===== src/rtl/sd_pkg.sv =====
// rtl/sd_pkg.sv - shared SD command constants, encodings and sequencer states
package sd_pkg;

    // Command indices
    localparam logic [5:0] CMD0   = 6'd0;
    localparam logic [5:0] CMD2   = 6'd2;
    localparam logic [5:0] CMD7   = 6'd7;
    localparam logic [5:0] CMD9   = 6'd9;
    localparam logic [5:0] CMD13  = 6'd13;
    localparam logic [5:0] ACMD41 = 6'd41;
    localparam logic [5:0] CMD55  = 6'd55;

    // Response type encodings (req_rtype)
    localparam logic [1:0] RT_NONE = 2'd0;
    localparam logic [1:0] RT_R1   = 2'd1;
    localparam logic [1:0] RT_R2   = 2'd2;
    localparam logic [1:0] RT_R3   = 2'd3;

    // Completion status codes
    localparam logic [2:0] ST_OK      = 3'd0;
    localparam logic [2:0] ST_CRC     = 3'd1;
    localparam logic [2:0] ST_TIMEOUT = 3'd2;
    localparam logic [2:0] ST_INDEX   = 3'd3;
    localparam logic [2:0] ST_CARD    = 3'd4;
    localparam logic [2:0] ST_APP     = 3'd5;
    localparam logic [2:0] ST_ABORT   = 3'd6;

    // R1 card-status bits that count as errors, and the APP_CMD flag position
    localparam logic [31:0] ERR_MASK_DEFAULT = 32'hFFF8_0008;
    localparam int          APP_CMD_BIT      = 5;

    typedef enum logic [2:0] {
        S_IDLE,
        S_APP_SEND,
        S_APP_WAIT,
        S_CMD_SEND,
        S_CMD_WAIT,
        S_CHECK,
        S_DONE
    } state_e;

endpackage


===== src/rtl/sd_cmd_timer.sv =====
// rtl/sd_cmd_timer.sv - response timeout counter and retry counter
// Ports:
//   clk, reset              clock, async active-high reset
//   tmr_clr_i / tmr_run_i   restart / advance the response timeout counter
//   retry_clr_i/retry_inc_i clear / bump the retry counter
//   timeout_o               last allowed wait cycle passed without a response
//   retry_avail_o           another re-issue is permitted
//   retry_cnt_o             re-issues performed for the current request
module sd_cmd_timer #(
    parameter int unsigned TIMEOUT_CYC = 64,
    parameter int unsigned MAX_RETRY   = 3
) (
    input  logic       clk,
    input  logic       reset,
    input  logic       tmr_clr_i,
    input  logic       tmr_run_i,
    input  logic       retry_clr_i,
    input  logic       retry_inc_i,
    output logic       timeout_o,
    output logic       retry_avail_o,
    output logic [1:0] retry_cnt_o
);
    localparam int unsigned TW = $clog2(TIMEOUT_CYC + 1);

    logic [TW-1:0] tmr_q;
    logic [1:0]    retry_q;

    always_ff @(posedge clk or posedge reset) begin
        if (reset) begin
            tmr_q   <= '0;
            retry_q <= '0;
        end else begin
            if (tmr_clr_i) begin
                tmr_q <= '0;
            end else if (tmr_run_i && !timeout_o) begin
                tmr_q <= tmr_q + 1'b1;
            end
            if (retry_clr_i) begin
                retry_q <= '0;
            end else if (retry_inc_i) begin
                retry_q <= retry_q + 1'b1;
            end
        end
    end

    // Counter is 0 on the first wait cycle, so the wait lasts exactly TIMEOUT_CYC cycles.
    assign timeout_o     = tmr_run_i && (tmr_q == TW'(TIMEOUT_CYC - 1));
    assign retry_avail_o = (32'(retry_q) < MAX_RETRY);
    assign retry_cnt_o   = retry_q;

endmodule


===== src/rtl/sd_cmd_sequencer.sv =====
// rtl/sd_cmd_sequencer.sv - SD command sequencer with CMD55 prefix, response check and retry
// Ports:
//   clk, reset                      clock, async active-high reset
//   abort                           synchronous abort of the current command
//   req_* / req_ready               command request handshake (index, arg, app prefix, rtype)
//   rca                             card address placed in the CMD55 argument
//   send_en / send_cmd_content      one-cycle send strobe and {index, arg} to the sender
//   sd_cmd_sending                  sender busy
//   receive_en / R2_response        response receiver enable and long-response select
//   sd_receive_finished, crc_response_err, response   receiver result
//   done / status                   completion pulse and result code
//   resp_out / card_status          last captured response and last R1 card status
//   retry_cnt                       re-issues used by the current/last request
module sd_cmd_sequencer
    import sd_pkg::*;
#(
    parameter int unsigned TIMEOUT_CYC = 64,
    parameter int unsigned MAX_RETRY   = 3,
    parameter logic [31:0] ERR_MASK    = ERR_MASK_DEFAULT
) (
    input  logic         clk,
    input  logic         reset,
    input  logic         abort,
    input  logic         req_valid,
    output logic         req_ready,
    input  logic [5:0]   req_index,
    input  logic [31:0]  req_arg,
    input  logic         req_app,
    input  logic [1:0]   req_rtype,
    input  logic [15:0]  rca,
    output logic         send_en,
    output logic [37:0]  send_cmd_content,
    input  logic         sd_cmd_sending,
    output logic         receive_en,
    output logic         R2_response,
    input  logic         sd_receive_finished,
    input  logic         crc_response_err,
    input  logic [126:0] response,
    output logic         done,
    output logic [2:0]   status,
    output logic [126:0] resp_out,
    output logic [31:0]  card_status,
    output logic [1:0]   retry_cnt
);
    state_e         state_q, state_d;
    logic [5:0]     idx_q;
    logic [31:0]    arg_q;
    logic           app_q;
    logic [1:0]     rtype_q;
    logic           phase_app_q;
    logic           crc_q;
    logic [5:0]     rsp_idx_q;
    logic [2:0]     status_q, status_d;
    logic [126:0]   resp_q;
    logic [31:0]    card_q;

    logic           accept, capture, retry_inc;
    logic           timeout, retry_avail, expect_rsp;
    logic           is_r1, crc_fail;
    logic [5:0]     exp_idx;
    state_e         retry_state;

    assign expect_rsp  = (state_q == S_APP_WAIT) ||
                         ((state_q == S_CMD_WAIT) && (rtype_q != RT_NONE));
    // CMD55 always answers R1, so the APP phase is checked like an R1 command.
    assign is_r1       = phase_app_q || (rtype_q == RT_R1);
    assign exp_idx     = phase_app_q ? CMD55 : idx_q;
    // R3 carries no valid CRC; a receiver CRC flag on it is meaningless.
    assign crc_fail    = crc_q && (phase_app_q || (rtype_q != RT_R3));
    assign retry_state = app_q ? S_APP_SEND : S_CMD_SEND;

    always_comb begin
        state_d   = state_q;
        status_d  = status_q;
        accept    = 1'b0;
        capture   = 1'b0;
        retry_inc = 1'b0;
        case (state_q)
            S_IDLE: begin
                if (req_valid) begin
                    accept  = 1'b1;
                    state_d = req_app ? S_APP_SEND : S_CMD_SEND;
                end
            end
            S_APP_SEND: state_d = S_APP_WAIT;
            S_CMD_SEND: state_d = S_CMD_WAIT;
            S_APP_WAIT, S_CMD_WAIT: begin
                if (!expect_rsp) begin
                    if (!sd_cmd_sending) begin
                        state_d  = S_DONE;
                        status_d = ST_OK;
                    end
                end else if (sd_receive_finished) begin
                    capture = 1'b1;
                    state_d = S_CHECK;
                end else if (timeout) begin
                    if (retry_avail) begin
                        retry_inc = 1'b1;
                        state_d   = retry_state;
                    end else begin
                        state_d  = S_DONE;
                        status_d = ST_TIMEOUT;
                    end
                end
            end
            S_CHECK: begin
                if (crc_fail) begin
                    if (retry_avail) begin
                        retry_inc = 1'b1;
                        state_d   = retry_state;
                    end else begin
                        state_d  = S_DONE;
                        status_d = ST_CRC;
                    end
                end else if (is_r1 && (rsp_idx_q != exp_idx)) begin
                    state_d  = S_DONE;
                    status_d = ST_INDEX;
                end else if (is_r1 && ((card_q & ERR_MASK) != 32'h0)) begin
                    state_d  = S_DONE;
                    status_d = ST_CARD;
                end else if (phase_app_q && !card_q[APP_CMD_BIT]) begin
                    state_d  = S_DONE;
                    status_d = ST_APP;
                end else if (phase_app_q) begin
                    state_d = S_CMD_SEND;
                end else begin
                    state_d  = S_DONE;
                    status_d = ST_OK;
                end
            end
            S_DONE:  state_d = S_IDLE;
            default: state_d = S_IDLE;
        endcase
        // Abort overrides everything, including a response landing this cycle.
        if (abort && (state_q != S_IDLE) && (state_q != S_DONE)) begin
            state_d   = S_DONE;
            status_d  = ST_ABORT;
            capture   = 1'b0;
            retry_inc = 1'b0;
        end
    end

    always_ff @(posedge clk or posedge reset) begin
        if (reset) begin
            state_q     <= S_IDLE;
            status_q    <= '0;
            idx_q       <= '0;
            arg_q       <= '0;
            app_q       <= 1'b0;
            rtype_q     <= '0;
            phase_app_q <= 1'b0;
            crc_q       <= 1'b0;
            rsp_idx_q   <= '0;
            resp_q      <= '0;
            card_q      <= '0;
        end else begin
            state_q  <= state_d;
            status_q <= status_d;
            if (accept) begin
                idx_q   <= req_index;
                arg_q   <= req_arg;
                app_q   <= req_app;
                rtype_q <= req_rtype;
            end
            if (capture) begin
                resp_q      <= response;
                crc_q       <= crc_response_err;
                rsp_idx_q   <= response[125:120];
                phase_app_q <= (state_q == S_APP_WAIT);
                if ((state_q == S_APP_WAIT) || (rtype_q == RT_R1)) begin
                    card_q <= response[119:88];
                end
            end
        end
    end

    sd_cmd_timer #(
        .TIMEOUT_CYC (TIMEOUT_CYC),
        .MAX_RETRY   (MAX_RETRY)
    ) u_timer (
        .clk           (clk),
        .reset         (reset),
        .tmr_clr_i     (send_en),
        .tmr_run_i     (expect_rsp),
        .retry_clr_i   (accept),
        .retry_inc_i   (retry_inc),
        .timeout_o     (timeout),
        .retry_avail_o (retry_avail),
        .retry_cnt_o   (retry_cnt)
    );

    assign req_ready        = (state_q == S_IDLE);
    assign send_en          = (state_q == S_APP_SEND) || (state_q == S_CMD_SEND);
    assign send_cmd_content = (state_q == S_APP_SEND) ? {CMD55, rca, 16'h0000} :
                              (state_q == S_CMD_SEND) ? {idx_q, arg_q} : 38'h0;
    assign receive_en       = expect_rsp;
    assign R2_response      = (state_q == S_CMD_WAIT) && (rtype_q == RT_R2);
    assign done             = (state_q == S_DONE);
    assign status           = status_q;
    assign resp_out         = resp_q;
    assign card_status      = card_q;

endmodule


===== config.mk =====
export PLATFORM = sky130hd
export DESIGN_NAME = sd_cmd_sequencer
export DESIGN_NICKNAME = d
export VERILOG_FILES = /design/src/rtl/sd_pkg.sv /design/src/rtl/sd_cmd_timer.sv /design/src/rtl/sd_cmd_sequencer.sv
export SDC_FILE = /design/constraint.sdc
export NUM_CORES = 1
export LEC_CHECK = 0
export ABC_AREA = 1
export CAP_MARGIN = 15
export CORE_MARGIN = 5
export CORE_UTILIZATION = 43
export CTS_BUF_LIST = sky130_fd_sc_hd__clkbuf_16
export DETAILED_ROUTE_END_ITERATION = 8
export GPL_TIMING_DRIVEN = 0
export PLACE_DENSITY = 0.81
export SKIP_LAST_GASP = 1
export SYNTH_ARGS = -nofsm -noshare
export SYNTH_HDL_FRONTEND = slang
export SYNTH_SLANG_ARGS = --single-unit

===== constraint.sdc =====
create_clock -name clk -period 9.1 [get_ports clk]
set_input_delay 1.365 -clock clk [delete_from_list [all_inputs] [get_ports clk]]
set_output_delay 1.365 -clock clk [all_outputs]
set_load 0.02 [all_outputs]

Word level (Yosys, flattened, before mapping)

Index checks and enable logic that the tools add are counted.

Input bits: 191
Register bits: 223

Mux-type cells: 48
Eq/ne operators: 20
Reductions and logical operators: 28
Add/sub/neg operators: 2
Order comparisons: 1

Operators with widths:

| kind                                                  | number |
|---|---|
| 2-to-1 mux 38 bit                                     | 2 |
| 2-to-1 mux 3 bit                                      | 24 |
| nonzero test 32 bit                                   | 1 |
| inequality test 4 bit, second input constant          | 4 |
| case mux 3 bit (5 select lines)                       | 1 |
| 2-to-1 mux 7 bit                                      | 2 |
| 2-to-1 mux 1 bit                                      | 12 |
| logical AND 1 bit                                     | 10 |
| equality test 3 bit, second input constant            | 3 |
| 2-to-1 mux 2 bit                                      | 4 |
| adder 7 x 1 -> 7 bit, second input constant           | 1 |
| equality test 7 x 6 -> 1 bit, second input constant   | 1 |
| inequality test 7 bit, second input constant          | 1 |
| AND reduction 7 bit                                   | 1 |
| equality test 3 x 2 -> 1 bit, second input constant   | 2 |
| 2-to-1 mux 6 bit                                      | 1 |
| inequality test 6 bit                                 | 1 |
| case mux 3 bit (2 select lines)                       | 1 |
| nonzero test 2 bit                                    | 3 |
| nonzero test 3 bit                                    | 2 |
| logical OR 1 bit                                      | 5 |
| inequality test 5 bit, second input constant          | 1 |
| inequality test 4 x 3 -> 1 bit, second input constant | 1 |
| equality test 3 x 1 -> 1 bit, second input constant   | 1 |
| other kinds (13)                                      | 14 |

Longest topological paths before layout

Gate-level depths: netlist of run 1.

Depth after elaboration: 11
Depth in mapped cells: 13
Mapped depth without buffers: 12

Cells and area by module

A second synthesis of run 1 with hierarchy kept.

Cell total of the unflattened synthesis: 1111
Area total of the unflattened synthesis: 9146.3 µm²

By module, submodules not included:

| module           | times used | cells each | area an instance (µm²) |
|---|---|---|---|
| sd_cmd_sequencer | 1          | 1045       | 8620.8 |
| sd_cmd_timer     | 1          | 66         | 525.5 |

Least setup slack after synthesis of run 1

Ideal clock, no wire load.

Path type: input to output
From: input port rca[0]
To: output port send_cmd_content[16]
Arrival: 1.872 ns
Slack: 5.863 ns
Path buffers: 0
Cell stages on the path: 2
Required time: 7.735 ns
Cell sequence: inv_1 -> o21ai_0

Longest elaborated chain between the ends: 1

RTL lines:

| item              | RTL line                | text |
|---|---|---|
| from (decl)       | sd_cmd_sequencer.sv:30  | `input logic [15:0] rca,` |
| 2-to-1 mux 38 bit | sd_cmd_sequencer.sv:194 | `assign send_cmd_content = (state_q == S_APP_SEND) ? {CMD55, rca, 16'h0000} :` |
| to (decl)         | sd_cmd_sequencer.sv:32  | `output logic [37:0] send_cmd_content,` |

No other way between the ends.

Final worst setup path of run 1

From: register state_q[1]
To: output port send_cmd_content[28]

Longest elaborated chain between the ends: 3
Elaborated cells on any way between the ends: 4

RTL lines:

| item                         | RTL line                | text |
|---|---|---|
| from (decl)                  | sd_cmd_sequencer.sv:45  | `state_e state_q, state_d;` |
| from (signal assigned)       | sd_cmd_sequencer.sv:157 | `state_q <= state_d;` |
| equality test 3 x 2 -> 1 bit | sd_cmd_sequencer.sv:195 | `(state_q == S_CMD_SEND) ? {idx_q, arg_q} : 38'h0;` |
| 2-to-1 mux 38 bit            | sd_cmd_sequencer.sv:195 |  |
| 2-to-1 mux 38 bit *          | sd_cmd_sequencer.sv:194 |  |

Every way passes the cells marked *; elsewhere a longest branch is shown, timed or not.

==> impl_results.md, run 1 <==
* Skew final at 9.448 ps
* GP Congestion at 0.9115
* Status: finished clean
* FILL cells at 1679
* CP Max Fanout at 10
* Clk pin slew, worst setup/hold paths at 60 ps
* CTS Sinks at 217
* WL final at 31.75 mm
* Worst EP required at 7740 ps
* # hold bufs at CTS at 0
* LEAKAGE at 0.006956 uW
* Initial Util at 0.4389
* Max Fclk at 222.1 MHz
* Ys flop type: dfrtp_1
* HPWL after DPL at 24.33 mm
* CP Class: register to output port
* Slowest cell on the critical path: clkdlybuf4s50_1
* Endpoint class of the critical path: output port
* Vias at 8659
* Die width at 156.7 um
* CTS root buf: clkbuf_16
* Core footprint at 21090 sq um
* Sequential element share of the synthesized area at 0.5867
* CTS Buf Count at 23
* Vias in the first global route at 8828
* Avg Cell Area, Syn at 8.789 sq um
* Cell Area, Synth at 9255 sq um
* Area Growth Syn to Fin at 54.16%
* Drt via density at 4.912
* FP Rows at 53
* Power Total at 5005 uW
* Reg2Reg Capture Point: card_status[6]
* HP Class: register to register
* Worst r2r path cells at 11
* PwrDens at 350.8 nW/um^2
* Final min period at 4502 ps
* Top post-synthesis cells by count: nand2_1 (416), dfrtp_1 (217), inv_1 (95)
* Drt first pass iters at 5
* DP Worst Slack at 4879 ps
* Total congestion overflow at 0
* Ports at 398
* Max H-tree Level at 1
* Syn. warnings at 0
* Worst setup path start: state_q[1]
* Critical Path Sink: send_cmd_content[28]
* Remaining DRCs at 0
* Synth Register Bits at 217
* Die Y at 156.7 um
* RSZ-0062 raised after global routing: false
* Routed len/inst at 18.01 um
* Final Cycle Share at 0.4947
* Distinct cells, synth at 32
* ANT cells at 0
* Syn_nets at 1246
* Top cell type's share of synthesized area at 0.5867
* Final Hold Viols at 0
* Critical path arrival at 3140 ps
* First-pass GRT wire length at 48.20 mm
* Area leader, netlist: dfrtp_1
* Nets at 1669
* Slowest stage delay, CP at 700 ps
* Reg2reg setup slack at 7140 ps
* Largest net degree at the start of global routing at 114
* GRT Total Usage at 0.2497
* Measured slew at the worst slew-check pin at 793.7 ps
* Crit start category: register
* Initial antenna violation count at 1
* Peak supply drop at 0.0002476 V
* Slew Viols, Final at 0
* Top post-synthesis cells by area: dfrtp_1 (59%), nand2_1 (17%), inv_1 (3.9%)
* Clock latency on the worst-skew pair at 510 ps
* Clock buffer depth at 3
* CTS tree: built
* Die area at 24560 sq um
* Slew Limit Headroom at 0.4680
* Worst r2r src: state_q[2]
* Final setup viols at 0
* Syn Inst Count at 1053
* Crit path cell chain: buf_6 -> inv_1 -> nor3_2 -> clkbuf_1 -> nand2_1 -> o21ai_0 -> clkdlybuf4s50_1
* Top-count cell post-synth: nand2_1
* Worst Setup Slack, final at 4598 ps
* Setup tns final at 0 ps
* Ys async rst share at 1.000
* Max_cap viols at 0
* Hold WS at 476.2 ps
* Iter 0 DRT Violations at 578
* Layout cells sized above 1 at 0.08401
* Setup Fix Bufs, Post-CTS at 0
* EDFF count, synth at 0
* Port Buffer Count at 397
* Utilization after layout at 0.6766
* ANT nets after route at 0
* Post-cts resize count at 0
-- cell families (layout without fill, tap and decap cells) --
group                    Yosys count  count (layout)  share of synthesized area
AO/OA/AOI/OAI                    137             137                    0.08896
XOR/XNOR                           2               2                   0.001893
adder cells (fa/ha/maj)            2               2                   0.002703
buffers and inverters            145             580                    0.07016
flip-flops                       217             217                     0.5867
multiplexers                      17              17                    0.02068
AND/OR/NAND/NOR                  533             533                     0.2289
-- routing by layer --
| layer | GRT usage | up-vias | share of wire |
|---|---|---|---|
| li1 | - | 4114 | - |
| met2 | 0.4174 | 394 | 0.49 |
| met1 | 0.2987 | 4065 | 0.37 |
| met3 | 0.08628 | 84 | 0.10 |
| met5 | 0 | - | 0.00041 |
| met4 | 0.09421 | 2 | 0.041 |
-- through the flow --
stage	cell area, sq um	instances
after floorplan	9255	1053
after global placement	13570	1725
after detailed placement	13610	1726
after CTS	14270	1763
after global routing	14270	1763
final	14270	1763
-- registers in the layout, indices dropped and copies added (netlist names), 3 cells and up --
signal / cells
status: 3
resp_out: 122
card_status: 32
idx_q: 6
state_q: 3
arg_q: 32
u_timer.tmr_q: 7
rsp_idx_q: 5
-- area by class of cell --
class                   instances  area [sq um]  area share
clock buffers                  23         575.6     0.04034
well taps                     275         344.1     0.02412
repair buffers                398          4001      0.2805
clock inverters                14         83.83    0.005876
plain buffers                  45         271.5     0.01903
multi-input cells             691          3176      0.2226
inverters                     100         385.4     0.02701
flip-flops and latches        217          5430      0.3806
-- cell usage in the layout, fill, tap and decap left out, types with 2 or more instances in the layout --
cell	instances
nand2_4	3
clkbuf_16	23
xor2_1	2
o21ai_0	54
o21bai_1	6
buf_4	4
dfrtp_1	217
inv_2	4
nand2_1	416
o21ai_2	30
mux2_2	17
ha_1	2
buf_6	8
clkbuf_1	11
nor3_1	2
nor2_4	3
clkdlybuf4s50_1	397
inv_1	99
a21oi_1	34
nand3_1	25
nand3_2	2
nor2_1	73
nand4_1	5
clkinv_1	7
buf_2	22
o21ai_1	9
-- report_power, final --
group / internal (uW) / switching [uW]
Clock: 481 / 366
Sequential: 1410 / 263
Combinational: 1080 / 1410
-- critical path, delay by kind of cell, from the launching register on --
kind            cells  cell delay (ps)
buf+inv             4             1350
simple gates        2              750
flops               1              340
compound gates      1              200
-- worst min-delay path by stage --
stage / startpoint / endpoint / slack [ps] / cells past startpoint
finish: resp_out[17] / resp_out[17] / 480 / 2
global route: resp_out[14] / resp_out[14] / 500 / 2
CTS: resp_out[84] / resp_out[84] / 480 / 2
detailed placement: resp_out[66] / resp_out[66] / 460 / 2
global placement: resp_out[19] / resp_out[19] / 460 / 2
floorplan: app_q / app_q / 470 / 2
Note: power is estimated with default switching activity, not from simulation.
==> run 2, diff against run 1 <==
- clock period: 9.1 -> 4.46 ns (I/O delays scaled with it)
==> run 2 against run 1 <==
  * Non-clock buffer count up 4
  * Utilization up 0.69 points
  * Count of clock-buffer cells in the layout up 2
  * Final area up 1.0%
  * Wire length up 1.9%
  * Total power up 110%
  * Setup slack worse by 3900 ps
  * Via count up 0.91%
  * Critical path depth down 1
  * Clock skew up 7.3 ps
  * First-iteration DRC count up 2.1%
  * Register-to-register slack worse by 4700 ps
==> impl_results.md, run 2 (synthesis gave the netlist of run 1 again) <==
* Status: finished clean
* Die Y at 156.7 um (unchanged)
* Crit start category: register
* Slowest cell on the critical path: clkdlybuf4s50_1
* Clk pin slew, worst setup/hold paths at 60 ps (about the same)
* Final Hold Viols at 0 (unchanged)
* Total congestion overflow at 0 (unchanged)
* Flop pwr share at 0.328 (-0.005)
* Met2 WL at 15.97 mm (+3.4%)
* Power Total at 10380 uW (+110%)
* Most common cell after layout, fill and taps aside: nand2_1
* Initial antenna violation count at 0 (-1)
* Worst r2r src: state_q[2]
* Drt via density at 4.926 (+0.29%)
* ANT cells at 0 (unchanged)
* M1 wire length at 12.34 mm (+4.4%)
* PwrDens at 719.9 nW/um^2 (+110%)
* GP Congestion at 0.9108 (about the same)
* Measured slew at the worst slew-check pin at 747.7 ps (-46.00 ps)
* Port Buffer Count at 397 (unchanged)
* CTS tree: built
* Final Non-Filler Cells at 1774 (+0.62%)
* Endpoint class of the critical path: output port
* CTS root buf: clkbuf_16
* Slew Limit Headroom at 0.4988 (+0.03084)
* HPWL after DPL at 25.03 mm (+2.9%)
* HP Class: register to register
* Nets at 1674 (+0.30%)
* Hold path start: status[1]
* Largest net degree at the start of global routing at 43 (-62%)
* Max H-tree Level at 1 (unchanged)
* # hold bufs at CTS at 0 (unchanged)
* Hold WS at 473.5 ps (-2.656 ps)
* Area Growth Syn to Fin at 55.74%
* Vias in the first global route at 8843 (+0.17%)
* DR top layer: met4
* Iter 0 DRT Violations at 590 (+2.1%)
* Final min period at 3757 ps
* Comb pwr share at 0.492 (-0.006)
* CP Class: register to output port
* Worst r2r path cells at 11 (unchanged)
* Peak supply drop at 0.0004859 V (+96%)
* Crit path cell chain: inv_2 -> nor3_2 -> clkbuf_1 -> nand2_1 -> o21ai_0 -> clkdlybuf4s50_1
* Max Fclk at 266.2 MHz
* Vias at 8738 (+0.91%)
* Commonest cells after routing, fill and taps aside: nand2_1 (416), clkdlybuf4s50_1 (397), dfrtp_1 (217)
* CP Max Fanout at 10 (unchanged)
* Routed len/inst at 18.23 um (+1.2%)
* Clock power share at 0.179 (+0.010)
* Final Cycle Share at 0.8423
* Slew Viols, Final at 0 (unchanged)
* Hold EP: status[1]
* Setup Fix Bufs, Post-CTS at 0 (unchanged)
* Reg2Reg Capture Point: resp_out[15]
* Worst Hold Depth at 2 (unchanged)
* GRT Total Usage at 0.2536 (+0.003959)
* WL final at 32.35 mm (+1.9%)
* Drt first pass iters at 5 (unchanged)
* WL met3 at 2.763 mm (-13%)
* Clock buffer depth at 3 (unchanged)
* FP Rows at 53 (unchanged)
* Worst EP required at 3790 ps (-3950 ps)
* CTS Sinks at 217 (unchanged)
* Max_cap viols at 0 (unchanged)
* Reported net switching power at 4227 uW (+110%)
* Slowest stage delay, CP at 660 ps (-40 ps)
* Die width at 156.7 um (unchanged)
* Ports at 398 (unchanged)
* Layout cells sized above 1 at 0.09273 (+0.008723)
* Die area at 24560 sq um (unchanged)
* RSZ-0062 raised after global routing: false
* Max reg flops at 122 (unchanged)
* Setup tns final at 0 ps (unchanged)
* LEAKAGE at 0.007035 uW (+1.1%)
* ANT nets after route at 0 (unchanged)
* Critical path arrival at 3090 ps (-50 ps)
* Switching share of total power at 0.4073 (+0.0005303)
* Clock latency on the worst-skew pair at 510 ps (about the same)
* Initial Util at 0.4389 (unchanged)
* CTS Buf Count at 24 (+4.3%)
* Post-cts resize count at 0 (unchanged)
* Placed instance count at 1730 (+0.23%)
* Skew final at 16.76 ps (+7.310 ps)
* Remaining DRCs at 0 (unchanged)
* Reg2reg setup slack at 2470 ps (-4670 ps)
* Core footprint at 21090 sq um (unchanged)
* First-pass GRT wire length at 49.04 mm (+1.7%)
* Internal power at 6150 uW (+110%)
* Final setup viols at 0 (unchanged)
[run 2: cell types whose count changed in the layout (fill, tap and decap cells not counted)]
cell,previous run,this run
buf_12,0,5
buf_16,1,0
clkbuf_16,23,25
clkinv_1,7,3
clkinv_2,0,8
clkinvlp_4,0,2
inv_1,99,100
inv_6,1,0
inv_8,1,0
[run 2: power by group through the flow]
| stage | registers, uW | clock network (uW) | logic [uW] |
|---|---|---|---|
| after global placement | 3390 | 0 | 5010 |
| after detailed placement | 3420 | 0 | 5130 |
| after global routing | 3520 | 1990 | 5530 |
| after CTS | 3410 | 1900 | 5160 |
| final | 3410 | 1860 | 5110 |
| after floorplan | 4160 | 0 | 1940 |
[run 2: how the worst max path moves through the flow]
| stage | from | to | cells past startpoint |
|---|---|---|---|
| floorplan | reset | app_q | 1 |
| global placement | reset | resp_out[39] | 2 |
| detailed placement | state_q[0] | send_cmd_content[22] | 6 |
| CTS | state_q[0] | send_cmd_content[22] | 6 |
| global route | state_q[0] | send_cmd_content[22] | 6 |
| finish | state_q[0] | send_cmd_content[22] | 6 |
[run 2: critical path, delay by kind of cell (launching register included)]
family,cells,cell delay (ps)
AO/OA/AOI/OAI,1,130
AND/OR/NAND/NOR,2,810
buffers and inverters,3,1170
flip-flops,1,460
[run 2: layer usage]
metal / GRT usage / vias to the layer above
li1: - / 4122
met1: 0.3031 / 4161
met2: 0.4385 / 373
met3: 0.07190 / 82
met4: 0.09091 / 0
met5: 0 / -
[run 2: through the flow]
stage	setup WS, ps	instance area, sq um	utilization
floorplan	964.9	9259	-
global placement	-750.3	13580	0.6438
detailed placement	1231	13680	0.6486
CTS	660.0	14410	0.6835
global route	491.9	14410	0.6835
finish	703.3	14410	0.6835
[run 2: cell type report]
| cell class | instances | area (sq um) |
|---|---|---|
| Buffer | 45 | 271.5 |
| Clock buffer | 25 | 625.6 |
| Clock inverter | 19 | 111.4 |
| Inverter | 100 | 381.6 |
| Multi-Input combinational cell | 691 | 3176 |
| Timing Repair Buffer | 402 | 4074 |
| Tap cell | 275 | 344.1 |
| Sequential cell | 217 | 5430 |
| Fill cell | 1646 | 6674 |
==> run 3, diff against run 2 <==
- clock period: 4.46 -> 3.5 ns (I/O delays scaled with it)
==> run 3 against run 2 <==
  * Combinational power increased by 28%
  * Critical path depth unchanged
  * Clock skew about the same
  * Sequential cell count unchanged
  * Total power increased by 28%
  * Wire length increased by 0.13%
  * Die area unchanged
==> impl_results.md, run 3 (synthesis gave the netlist of run 1 again) <==
* GRT Total Usage at 0.2537 (about the same)
* HPWL after DPL at 25.03 mm (unchanged)
* Peak supply drop at 0.0006193 V (+27%)
* Final setup viols at 0 (unchanged)
* Clock latency on the worst-skew pair at 510 ps (about the same)
* Most common cell after layout, fill and taps aside: nand2_1
* Setup Fix Bufs, Post-CTS at 0 (unchanged)
* GRT met1 Usage at 0.3033 (about the same)
* Largest net degree at the start of global routing at 43 (unchanged)
* Slew Limit Headroom at 0.5595 (+0.06070)
* Commonest cells after routing, fill and taps aside: nand2_1 (416), clkdlybuf4s50_1 (397), dfrtp_1 (217)
* GP Congestion at 0.9108 (unchanged)
* CTS Sinks at 217 (unchanged)
* DP Worst Slack at 414.7 ps (-816.0 ps)
* Initial Util at 0.4389 (unchanged)
* Total congestion overflow at 0 (unchanged)
* Max_cap viols at 0 (unchanged)
* CTS root buf: clkbuf_16
* Drt via density at 4.963 (+0.76%)
* Reg2Reg Capture Point: resp_out[15]
* Nets at 1674 (unchanged)
* Comb pwr share at 0.492 (about the same)
* RSZ-0062 raised after global routing: false
* Worst Setup Slack, final at 209.8 ps (-493.5 ps)
* Drt first pass iters at 5 (unchanged)
* First-pass GRT wire length at 49.05 mm (about the same)
* Layout cells sized above 1 at 0.09340 (+0.0006671)
* Hold WS at 460.1 ps (-13.44 ps)
* Routed len/inst at 18.26 um (+0.13%)
* Met2 Use GR at 0.4385 (unchanged)
* CTS tree: built
* Endpoint class of the critical path: output port
* CP Max Fanout at 10 (unchanged)
* Worst EP required at 2970 ps (-820 ps)
* Clock buffer depth at 3 (unchanged)
* LEAKAGE at 0.007042 uW (+0.10%)
* ANT cells at 0 (unchanged)
* Switching share of total power at 0.4075 (about the same)
* Remaining DRCs at 0 (unchanged)
* Final Cycle Share at 0.9401
* Iter 0 DRT Violations at 511 (-13%)
* Final Hold Viols at 0 (unchanged)
* Area Growth Syn to Fin at 55.82% (about the same)
* Reported net switching power at 5392 uW (+28%)
* Slew Viols, Final at 0 (unchanged)
* Flop pwr share at 0.328 (about the same)
* Max Fclk at 303.9 MHz
* Max H-tree Level at 1 (unchanged)
* Skew final at 16.98 ps (+0.2233 ps)
* Setup tns final at 0 ps (unchanged)
* Max reg flops at 122 (unchanged)
* Die width at 156.7 um (unchanged)
* Slowest cell on the critical path: clkdlybuf4s50_1
* Die area at 24560 sq um (unchanged)
* GR peak layer: met2
* CTS Buf Count at 24 (unchanged)
* CP Class: register to output port
* Vias at 8804 (+0.76%)
* Crit start category: register
* ANT nets after route at 0 (unchanged)
* Utilization after layout at 0.6839 (about the same)
* Status: finished clean
* Met3 GRT Util at 0.07190 (unchanged)
* FP Rows at 53 (unchanged)
* HP Class: primary input to asynchronous set/reset pin
* Worst r2r src: state_q[2]
* Port Buffer Count at 397 (unchanged)
* Crit path cell chain: buf_6 -> inv_1 -> nand3_1 -> clkbuf_1 -> o21ai_0 -> clkdlybuf4s50_1
* Measured slew at the worst slew-check pin at 659.3 ps (-88.37 ps)
* Die Y at 156.7 um (unchanged)
* Final min period at 3290 ps
* Reg2reg setup slack at 1490 ps (-980 ps)
* Ports at 398 (unchanged)
* Vias in the first global route at 8845 (+0.023%)
* Internal power at 7839 uW (+27%)
* Worst r2r path cells at 11 (unchanged)
* Clock power share at 0.179 (about the same)
* PwrDens at 917.5 nW/um^2 (+27%)
* Critical path arrival at 2770 ps (-320 ps)
* Slowest stage delay, CP at 650 ps (about the same)
* Clk pin slew, worst setup/hold paths at 60 ps (about the same)
* Initial antenna violation count at 0 (unchanged)
* Core footprint at 21090 sq um (unchanged)
* # hold bufs at CTS at 0 (unchanged)
* WL final at 32.39 mm (+0.13%)
==> run 3: worst max-delay path, delay by kind of cell, from the launching register on <==
| family | cells | cell delay (ps) |
|---|---|---|
| AO/OA/AOI/OAI | 1 | 250 |
| buffers and inverters | 4 | 1260 |
| flip-flops | 1 | 370 |
| AND/OR/NAND/NOR | 1 | 350 |
==> run 3: repair_timing <==
item                                    CTS  global route
resized for setup                         1             2
pin swaps                                 0             0
endpoints found under the setup margin   10            10
==> run 3: area by class of cell <==
type | count | area [sq um]
Fill cell | 1647 | 6666
Sequential cell | 217 | 5430
Timing Repair Buffer | 402 | 4074
Multi-Input combinational cell | 691 | 3182
Clock buffer | 25 | 625.6
Inverter | 100 | 381.6
Tap cell | 275 | 344.1
Buffer | 45 | 272.8
Clock inverter | 19 | 111.4
==> run 3: worst max-delay path by stage <==
stage                                end  slack, ps  cells past startpoint        from
floorplan                          app_q        150                      1       reset
global placement            resp_out[39]      -1570                      2       reset
detailed placement  send_cmd_content[22]        410                      6  state_q[0]
CTS                 send_cmd_content[22]         30                      6  state_q[0]
global route        send_cmd_content[30]         40                      6  state_q[1]
finish              send_cmd_content[30]        210                      6  state_q[1]
==> run 3: stage by stage <==
step / cell area (sq um) / instances / power (uW)
floorplan: 9259 / 1053 / 7768
global placement: 13580 / 1725 / 10700
detailed placement: 13680 / 1730 / 10890
CTS: 14420 / 1774 / 13350
global route: 14420 / 1774 / 14080
finish: 14420 / 1774 / 13230
==> run 3: metal layers <==
layer	wire length (um)	vias up	part of all wire
li1	-	4126	-
met5	0	-	0
met2	15950	396	0.49
met4	1279	0	0.039
met1	12290	4194	0.38
met3	2862	88	0.088
==> run 3: power groups by stage <==
stage | Combinational (uW) | Clock [uW] | Sequential, uW
floorplan | 2470 | 0 | 5290
global placement | 6380 | 0 | 4320
detailed placement | 6530 | 0 | 4360
CTS | 6580 | 2430 | 4340
global route | 7050 | 2530 | 4490
finish | 6520 | 2370 | 4340
